===== src/rtl/pulse_stretcher_pkg.sv =====
// Shared types and helpers for the pulse stretcher channels.
package pulse_stretcher_pkg;

    // Channel phase: waiting, driving the level, or enforcing recovery.
    typedef enum logic [1:0] {
        ST_IDLE = 2'd0,
        ST_HOLD = 2'd1,
        ST_GAP  = 2'd2
    } state_t;

    // Width of a down-counter able to hold the larger of the two durations.
    function automatic int cnt_width(input int hold_cycles, input int gap_cycles);
        int max_cycles;
        max_cycles = (hold_cycles > gap_cycles) ? hold_cycles : gap_cycles;
        return $clog2(max_cycles + 1);
    endfunction

endpackage


===== src/rtl/pulse_stretcher_channel.sv =====
// One independent stretcher channel: FSM, down-counter, pending flag and
// registered level/drop outputs.
module stretcher_channel
    import pulse_stretcher_pkg::*;
#(
    parameter int HOLD_CYCLES = 1_000_000,
    parameter int GAP_CYCLES  = 100_000,
    parameter int RETRIGGER   = 1
) (
    input  logic clk_in,
    input  logic rst_in,
    input  logic pulse_in,
    output logic level_out,
    output logic drop_out
);

    localparam int CW = cnt_width(HOLD_CYCLES, GAP_CYCLES);
    localparam logic [CW-1:0] HOLD_LOAD = CW'(HOLD_CYCLES - 1);
    // A zero-length gap never loads the counter; keep the constant legal anyway.
    localparam logic [CW-1:0] GAP_LOAD  = CW'((GAP_CYCLES > 0) ? GAP_CYCLES - 1 : 0);

    state_t        state;
    logic [CW-1:0] cnt;
    logic          pending;

    // Channel FSM; level and drop are registered here so outputs never see
    // a combinational path from pulse_in.
    // NOTE: all state is updated with non-blocking assignments so every
    // register samples the pre-edge values of its neighbours.
    always_ff @(posedge clk_in or posedge rst_in) begin
        if (rst_in) begin
            state     <= ST_IDLE;
            cnt       <= '0;
            pending   <= 1'b0;
            level_out <= 1'b0;
            drop_out  <= 1'b0;
        end else begin
            drop_out <= 1'b0;
            case (state)
                ST_IDLE: begin
                    if (pulse_in) begin
                        state     <= ST_HOLD;
                        cnt       <= HOLD_LOAD;
                        level_out <= 1'b1;
                    end
                end
                ST_HOLD: begin
                    if (pulse_in && (RETRIGGER != 0)) begin
                        // Restart the hold, including on its final cycle.
                        cnt <= HOLD_LOAD;
                    end else begin
                        if (pulse_in) begin
                            drop_out <= 1'b1;
                        end
                        if (cnt == '0) begin
                            level_out <= 1'b0;
                            if (GAP_CYCLES > 0) begin
                                state <= ST_GAP;
                                cnt   <= GAP_LOAD;
                            end else begin
                                state <= ST_IDLE;
                            end
                        end else begin
                            cnt <= cnt - 1'b1;
                        end
                    end
                end
                ST_GAP: begin
                    // Only one event can wait out the gap; later ones are lost.
                    if (pulse_in && pending) begin
                        drop_out <= 1'b1;
                    end
                    if (cnt == '0) begin
                        if (pending || pulse_in) begin
                            state     <= ST_HOLD;
                            cnt       <= HOLD_LOAD;
                            level_out <= 1'b1;
                            pending   <= 1'b0;
                        end else begin
                            state <= ST_IDLE;
                        end
                    end else begin
                        cnt <= cnt - 1'b1;
                        if (pulse_in && !pending) begin
                            pending <= 1'b1;
                        end
                    end
                end
                default: begin
                    state     <= ST_IDLE;
                    cnt       <= '0;
                    pending   <= 1'b0;
                    level_out <= 1'b0;
                end
            endcase
        end
    end

endmodule


===== src/rtl/pulse_stretcher.sv =====
// Top: FIELDS independent stretcher channels plus parameter legality check.
module pulse_stretcher
    import pulse_stretcher_pkg::*;
#(
    parameter int FIELDS      = 1,
    parameter int HOLD_CYCLES = 1_000_000,
    parameter int GAP_CYCLES  = 100_000,
    parameter int RETRIGGER   = 1
) (
    input  logic              clk_in,
    input  logic              rst_in,
    input  logic [FIELDS-1:0] pulses_in,
    output logic [FIELDS-1:0] levels_out,
    output logic [FIELDS-1:0] drop_out
);

    // Reject parameter sets the channel cannot implement.
    if (FIELDS < 1 || HOLD_CYCLES < 1 || GAP_CYCLES < 0 ||
        (RETRIGGER != 0 && RETRIGGER != 1)) begin : g_param_check
        $error("pulse_stretcher: illegal parameters FIELDS=%0d HOLD_CYCLES=%0d GAP_CYCLES=%0d RETRIGGER=%0d",
               FIELDS, HOLD_CYCLES, GAP_CYCLES, RETRIGGER);
    end

    // One channel per field; channels share only clock and reset.
    for (genvar i = 0; i < FIELDS; i++) begin : g_field
        stretcher_channel #(
            .HOLD_CYCLES (HOLD_CYCLES),
            .GAP_CYCLES  (GAP_CYCLES),
            .RETRIGGER   (RETRIGGER)
        ) u_channel (
            .clk_in    (clk_in),
            .rst_in    (rst_in),
            .pulse_in  (pulses_in[i]),
            .level_out (levels_out[i]),
            .drop_out  (drop_out[i])
        );
    end

endmodule


===== config.mk =====
export PLATFORM = sky130hd
export DESIGN_NAME = pulse_stretcher
export DESIGN_NICKNAME = d
export VERILOG_FILES = /design/src/rtl/pulse_stretcher_pkg.sv /design/src/rtl/pulse_stretcher_channel.sv /design/src/rtl/pulse_stretcher.sv
export SDC_FILE = /design/constraint.sdc
export NUM_CORES = 1
export LEC_CHECK = 0
export CAP_MARGIN = 20
export CORE_ASPECT_RATIO = 0.5
export CORE_MARGIN = 1
export CORE_UTILIZATION = 51
export DETAILED_ROUTE_END_ITERATION = 8
export MAX_ROUTING_LAYER = met4
export PLACE_DENSITY = 0.76
export REMOVE_ABC_BUFFERS = 1
export SLEW_MARGIN = 25
export SYNTH_ARGS = -nofsm -noshare
export SYNTH_HDL_FRONTEND = slang
export SYNTH_SLANG_ARGS = --single-unit
export TNS_END_PERCENT = 1

===== constraint.sdc =====
create_clock -name clk_in -period 5.77 [get_ports clk_in]
set_input_delay 0.577 -clock clk_in [delete_from_list [all_inputs] [get_ports clk_in]]
set_output_delay 0.577 -clock clk_in [all_outputs]
set_load 0.02 [all_outputs]

# [After elaboration in Yosys (flattened, before gate mapping)]
# Cells that the tools add are included.
[totals] regBits=25 input_bits=3 wordCells=51
[op_classes] addsub=1 n_eq_ne=9 muxes=24 bitwise_logic=1 n_reduce_logical=11
[op_table] cell="$mux W20" count=5
[op_table] cell="$pmux W20 S3" count=1
[op_table] cell="$logic_not A20 Y1" count=1
[op_table] cell="$sub A20 B1 Y20 const B" count=1
[op_table] cell="$mux W1" count=11
[op_table] cell="$mux W2" count=4
[op_table] cell="$ne A2 B1 Y1 const B" count=3
[op_table] cell="$pmux W2 S3" count=1
[op_table] cell="$reduce_and A5 Y1" count=1
[op_table] cell="$ne A2 B2 Y1 const B" count=2
[op_table] cell="$reduce_and A4 Y1" count=1
[op_table] cell="$ne A3 B1 Y1 const B" count=1
[op_table] cell="$ne A3 B3 Y1 const B" count=1
[op_table] cell="$pmux W1 S3" count=1
[op_table] cell="$reduce_and A3 Y1" count=1
[op_table] cell="$eq A2 B1 Y1 const B" count=1
[op_table] cell="$eq A2 B2 Y1 const B" count=1
[op_table] cell="$logic_and A1 B1 Y1" count=2
[op_table] cell="$logic_not A2 Y1" count=1
[op_table] cell="$pmux W1 S2" count=1
[op_table] cell="$reduce_and A2 Y1" count=1
[op_table] cell="$reduce_or A2 Y1" count=1
[op_table] cell="$logic_not A1 Y1" count=1
[op_table] cell="$logic_or A1 B1 Y1" count=1
[op_table] cell="$not A1 Y1" count=1

# [Logic depth before layout (Yosys ltp)]
# Gate-level depths: netlist (run 1).
[depth] word_depth=5 mapped_depth=9

# [Least setup slack after synthesis (run 1)]
# No wires, ideal clock.
[synth_path] path_type="register to register" from="register g_field[0].u_channel.cnt[4]" to="register g_field[0].u_channel.cnt[10]" t_arrival_ps=1959 path_slack_ps=3720 path_stages_with_launch=8 path_buffers=2 cell_sequence="dfrtp_1 buf_6 or4_4 buf_6 or3_4 o31ai_1 nand4_1 o221ai_1"
[synth_via] elab_chain_cells=4 word_cells_on_any_way=8
[synth_rtl] item="start: declaration" line="pulse_stretcher_channel.sv:23" text="logic [CW-1:0] cnt;"
[synth_rtl] item="start signal: assignment" line="pulse_stretcher_channel.sv:64" text="cnt <= cnt - 1'b1;"
[synth_rtl] item="start signal: assignment" line="pulse_stretcher_channel.sv:83" text="cnt <= cnt - 1'b1;"
[synth_rtl] item="$sub A20 B1 Y20 or $logic_not A20 Y1 (tied branches)"
[synth_rtl] item="$mux W20" line="pulse_stretcher_channel.sv:55" text="if (cnt == '0) begin"
[synth_rtl] item="$mux W20" line="pulse_stretcher_channel.sv:48" text="if (pulse_in && (RETRIGGER != 0)) begin"
[synth_rtl] item="$pmux W20 S3" line="pulse_stretcher_channel.sv:39" text="case (state)"
# Parallel ways exist; a longest one is shown, timed or not.
# A chain may end at the register's enable or synchronous reset.

# [Worst setup path in the final report (run 1)]
[layout_path] from="register g_field[0].u_channel.cnt[4]" to="register g_field[0].u_channel.cnt[11]"
# The elaborated chain is that of the path after synthesis.

==> results of run 1 <==
## cell usage after synthesis, types with 4 or more instances
| library cell | number |
|---|---|
| dfrtp_1 | 25 |
| o21ai_0 | 11 |
| nand3_1 | 12 |
| a21oi_1 | 11 |
| a221oi_1 | 4 |
| clkbuf_1 | 8 |
| nor3_1 | 12 |
| inv_1 | 6 |
| nand4_1 | 5 |
| nand2_1 | 12 |
| a31oi_1 | 8 |
| nor2_1 | 10 |
## through the flow
| stage | utilization | instance area [sq um] |
|---|---|---|
| after floorplan | - | 1590 |
| final | 0.568 | 1730 |
| after detailed placement | 0.550 | 1680 |
| after CTS | 0.566 | 1720 |
| after global routing | 0.568 | 1730 |
| after global placement | 0.550 | 1680 |
## kinds of logic after synthesis
family | share of synthesized area
DFF | 0.378
xor gates and xnor gates | 0.0212
adders and majority gates | 0.0151
AOI/OAI and AO/OA | 0.264
buffers and inverters | 0.0537
and+or+nand+nor | 0.268
## layout make-up
| class | count | area (sq um) | area share |
|---|---|---|---|
| Clock inverter | 1 | 5.00 | 0.00289 |
| Tap cell | 40 | 50.0 | 0.0289 |
| Inverter | 6 | 22.5 | 0.0130 |
| Sequential cell | 25 | 626 | 0.362 |
| Multi-Input combinational cell | 147 | 946 | 0.547 |
| Clock buffer | 3 | 41.3 | 0.0239 |
| Timing Repair Buffer | 4 | 40.0 | 0.0231 |
## state kept, by name, indices dropped and copies added (netlist names)
name and flops:
g_field.u_channel.pending 1, g_field.u_channel.state 2, g_field.u_channel.level_out 1, g_field.u_channel.cnt 20, g_field.u_channel.drop_out 1
## layer usage
metal  GRT usage  part of all wire  up-vias
met5           -                 0        -
met4      0.0345            0.0051        0
met1       0.408              0.52      710
met3      0.0652             0.077        4
met2       0.329              0.40       60
li1            -                 -      726
## where the power goes
part | switching (mW) | total [mW] | internal, mW
Combinational | 0.0127 | 0.0203 | 0.00759
Clock | 0.0576 | 0.106 | 0.0484
Sequential | 0.00208 | 0.179 | 0.177
## path summary, 6_finish.rpt
path	end	slack (ns)	cells after the start
worst max-delay path	g_field[0].u_channel.cnt[11]	3.13	5
worst min-delay path	g_field[0].u_channel.cnt[18]	0.52	1
worst max register to register	g_field[0].u_channel.cnt[11]	3.13	5
worst min register to register	g_field[0].u_channel.cnt[18]	0.52	1
max in group asynchronous	g_field[0].u_channel.cnt[15]	4.67	2
min in group asynchronous	g_field[0].u_channel.cnt[8]	0.69	2
## placed cells by master, fill, tap and decap left out, types with 2 or more instances in the layout
cell type	n
nand4_1	5
nor4_2	2
clkbuf_8	3
or4_4	2
nor2_1	10
dfrtp_1	25
o21ai_1	2
o21a_1	2
a21boi_1	2
nor3_1	12
o21bai_1	3
o21ai_0	11
or4_1	2
or3_1	2
o21ai_2	2
a221oi_1	4
ha_1	2
nand3_1	12
nor4_1	3
o22ai_1	2
a21o_1	2
a31oi_1	7
inv_1	5
and3_1	3
o211ai_1	3
o31ai_1	2
xnor2_1	3
nor3b_1	3
clkdlybuf4s50_1	4
a21oi_1	11
nand2_1	12
==> out/qor.yml, run 1 <==
run_status:
  status: "finished clean"
critical_path:
  crit_required_ns: 5.97
  cp_max_fo: 16
  end_kind: "register"
  crit_start: "g_field[0].u_channel.cnt[4]"
  worst_path_largest_cell_delay_ns: 0.67
  path_cells: "or4_4, nor3_4, a31oi_2, and3_1, nor3_1"
  path_delay_family: "simple AND/OR/NAND/NOR gates"
  timing.rr.start: "g_field[0].u_channel.cnt[4]"
  crit_type: "register to register"
  worst_setup_path_start_kind: "register"
  arrival_ns: 2.83
  cp.buffers_inverters: 0
  crit_slowest_cell: "or4_4"
logic_synthesis:
  synth_flop_cell: "dfrtp_1"
  synth_top_area_frac: 0.378
  syn_area_per_cell_sq_um: 8.66
  synth_seq_cells: 25
  seq_area_frac_synth: 0.378
  synthArstFlopShare: 1.00
  synth.distinct_cells: 53
  yosysWarningCount: 0
  synth-edff-count: 0
  synth_area_leaders: "dfrtp_1 38%, nand3_1 3.6%, nor3_1 3.6%"
  synth_top_cell_by_area: "dfrtp_1"
  postSynthCellCount: 191
  synth.cell_area_sq_um: 1650
drt:
  via_per_inst: 6.64
  drcViolationCount: 0
  postRouteAntennaNets: 0
  drt-total-wl_mm: 3.75
  first_pass_iters: 4
  drt-initial-drc-count: 202
  via_count: 1500
  wire_per_inst_microns: 16.6
clock_tree:
  ctsResizeCount: 0
  cts_buffers: 3
  clockBufferDepth: 2
  ctsHtreeMaxLevel: 1
  post-cts-setup-buffers: 0
  cts_root_buf: "clkbuf_8"
  ctsHoldBuffers: 0
  clock_latency_ns: 0.27
  cts_tree: "built"
  clk_pin_slew_ns: 0.09
  cts_sinks: 25
timing:
  fin_ws_ns: 3.13
  tightestPinTransition_ns: 0.885
  maxSlewViolCount: 0
  fmax_mhz: 379
  skew_ns: 0.00465
  hold_viol: 0
  fin_crit_ns: 2.64
  setup_viol: 0
  rsz0062_at_grt: "no"
  relSlewSlack: 0.406
  fin_crit_sh: 0.457
  whs_ns: 0.519
  setup_tns_ns: 0
floorplan:
  num_io_pins: 5
  core_sq_um: 3050
  die_h_microns: 42.3
  num_rows: 14
  dieArea_sq_um: 3490
  initial_core_util: 0.543
  chipWidth_microns: 82.5
global_routing:
  grt_max_degree: 26
  grt_usage: 0.256
  grt_pass1_vias: 1297
  grt_overflow_total: 0
  antenna_found_initial: 0
  grt_pass1_wl_mm: 6.41
pwr:
  p_per_area_nw_per_um2: 177
  leakagePower_nw: 0.605
  ir_drop_mv: 0.0823
  power_mw: 0.306
hold_path:
  worstHoldStart: "g_field[0].u_channel.cnt[18]"
  hp-class: "register to register"
layout:
  fin_nets: 192
  fillers: 289
  fin_cells: 226
  antenna_cells: 0
  layout-drive-gt1-share: 0.0860
  area_delta_synth_final_pct: 4.61
place:
  numPortBuffers: 4
  place_inst: 222
  pre_cts_ws_ns: 3.04
  post-dp-hpwl_mm: 2.60
  routabilityCongestion: 0.867
flow_run:
  max_cap_viol_count: 0
Power figures use the tool's default switching activity.
==> inputs of run 2 (changes only) <==
Settings changed: PLACE_DENSITY 0.76 to 0.79.
Clock period 5.77 ns to 2.28 ns, I/O delays scaled along.
==> run 2 against run 1 <==
Wire length grew 11%. Clock skew grew 0.0020 ns. Fmax grew 23%. The run now ends with design-rule violations left. Global-route usage grew 2.5 points. Worst setup slack lost 3.0 ns. Hold slack lost 0.22 ns. Register-to-register slack lost 3.0 ns. Sequential share of layout area shrank 2.5 points. Clock power grew to 2.6 times the previous value. Count of clock-buffer cells in the layout is the same. Largest power group unchanged.
==> out/qor.yml, run 2 (synthesized netlist as in run 1, its figures left out) <==
floorplan:
  die_h_microns: 42.3  # unchanged
  initial_core_util: 0.543  # unchanged
  core_sq_um: 3050  # unchanged
  chipWidth_microns: 82.5  # unchanged
  num_io_pins: 5  # unchanged
  num_rows: 14  # unchanged
  dieArea_sq_um: 3490  # unchanged
timing:
  fin_crit_ns: 2.15  # -0.485 ns
  maxSlewViolCount: 0  # unchanged
  fin_crit_sh: 0.943  # +0.487
  tightestPinTransition_ns: 0.565  # -0.320 ns
  skew_ns: 0.00660  # +0.00196 ns
  fmax_mhz: 465  # +23%
  setup_viol: 0  # unchanged
  hold_viol: 0  # unchanged
  setup_tns_ns: 0  # unchanged
  relSlewSlack: 0.620  # +0.213
  rsz0062_at_grt: "no"
  fin_ws_ns: 0.129  # -3.00 ns
clock_tree:
  clk_pin_slew_ns: 0.09  # about the same
  clock_latency_ns: 0.28  # about the same
  clockBufferDepth: 2  # unchanged
  cts_buffers: 3  # unchanged
  cts_sinks: 25  # unchanged
  cts_tree: "built"
  cts_root_buf: "clkbuf_8"
  ctsHtreeMaxLevel: 1  # unchanged
layout:
  layout-drive-gt1-share: 0.163  # +0.0773
  regMostFlops: "g_field.u_channel.cnt"
  fin_nets: 208  # +8.3%
  final_common_cell: "dfrtp_1"
  reg_top3: "g_field.u_channel.cnt x20, g_field.u_channel.state x2"
  largest_reg_flops: 20  # unchanged
  final_cell_mix: "25 x dfrtp_1, 16 x buf_4, 12 x nor3_1, 12 x nand2_1, 12 x nand3_1"
  area_delta_synth_final_pct: 12.5
  fin_cells: 242  # +7.1%
  antenna_cells: 0  # unchanged
  fillers: 271  # -6.2%
hold_path:
  hp-class: "input port to async pin"
run_status:
  violations: "design-rule violations"
  status: "complete, but fails checks"
drt:
  first_pass_iters: 6  # +2
  postRouteAntennaNets: 0  # unchanged
  wire_per_inst_microns: 17.2  # +3.7%
  drt-initial-drc-count: 104  # -49%
  via_count: 1597  # +6.5%
  drt-total-wl_mm: 4.16  # +11%
  drcViolationCount: 1  # +1
  via_per_inst: 6.60  # -0.57%
pwr:
  p_per_area_nw_per_um2: 422  # +140%
  ir_drop_mv: 0.215  # +160%
  leakagePower_nw: 0.702  # +16%
critical_path:
  arrival_ns: 2.31  # -0.52 ns
  end_kind: "register"
  crit_start: "g_field[0].u_channel.cnt[0]"
  cp_max_fo: 5  # -11
  timing.rr.start: "g_field[0].u_channel.cnt[0]"
  crit_type: "register to register"
  crit_required_ns: 2.44  # -3.53 ns
  worst_setup_path_start_kind: "register"
global_routing:
  grt_usage: 0.281  # +0.0246
  antenna_found_initial: 0  # unchanged
  grt_overflow_total: 0  # unchanged
  grt_max_degree: 26  # unchanged
  grt_pass1_wl_mm: 7.08  # +10%
  grt_pass1_vias: 1458  # +12%
place:
  pre_cts_ws_ns: 0.156  # -2.89 ns
  place_inst: 238  # +7.2%
  post-dp-hpwl_mm: 2.95  # +13%
  routabilityCongestion: 0.923  # +6.5%
  numPortBuffers: 4  # unchanged
flow_run:
  max_cap_viol_count: 0  # unchanged
## run 2: changes by cell type in the layout (fill, tap and decap cells not counted), sizes merged
cell    previous run  this run
clkinv             2         1
inv                5         6
buf                0        16
## run 2: layout make-up
| class | count | area, sq um | area share |
|---|---|---|---|
| timing repair buffer | 20 | 160 | 0.0861 |
| multi-input combinational | 147 | 956 | 0.514 |
| inverter | 6 | 22.5 | 0.0121 |
| clock inverter | 1 | 5.00 | 0.00269 |
| sequential | 25 | 626 | 0.336 |
| clock buffer | 3 | 41.3 | 0.0222 |
| tap | 40 | 50.0 | 0.0269 |
## run 2: per-layer routing
metal	vias up	wire, microns	GRT usage
met5	-	0	-
li1	756	-	-
met4	0	6	0.0655
met3	2	312	0.0630
met2	60	1850	0.395
met1	779	2000	0.412
## run 2: stage by stage
stage	total power, mW	cell area, sq um	utilization	hold WS [ns]
final	0.786	1860	0.610	0.301
after CTS	0.791	1840	0.605	0.316
after global routing	0.819	1860	0.610	0.394
after floorplan	0.496	1590	-	0.255
after global placement	0.520	1800	0.590	0.505
after detailed placement	0.522	1800	0.590	0.501
## run 2: final timing paths
check	cells after the start	endpoint	slack, ns
max	7	g_field[0].u_channel.cnt[18]	0.13
min	3	g_field[0].u_channel.cnt[12]	0.30
max reg2reg	7	g_field[0].u_channel.cnt[18]	0.13
min reg2reg	1	g_field[0].u_channel.cnt[18]	0.52
max in group asynchronous	3	g_field[0].u_channel.cnt[7]	1.73
min in group clk_in	1	g_field[0].u_channel.cnt[18]	0.52
## run 2: timing repair
action / 4_1_cts / 5_1_grt
endpoints found under the hold margin: 0 / 0
endpoints found under the setup margin: 0 / 3
hold buffers: 0 / 0
resized for setup: 0 / 3
setup buffers: 0 / 0
## run 2: worst max-delay path: stages (launching register included)
cell and delay (ns):
dfrtp_1 0.41, inv_1 0.13, ha_2 0.25, or4b_2 0.61
nor4_2 0.21, a221oi_1 0.14, o21ai_0 0.18, o211ai_1 0.11
## run 2: power breakdown
part	internal (mW)	total, mW	switching [mW]
clock network	0.123	0.271	0.149
logic	0.0244	0.0607	0.0363
registers	0.449	0.454	0.00480
total	0.596	0.786	0.190
==> inputs of run 3 (changes only) <==
Settings changed: HOLD_SLACK_MARGIN from default to 0.1.
==> results of run 3 <==
Final layout, timing and power as in run 2 (identical DEF).
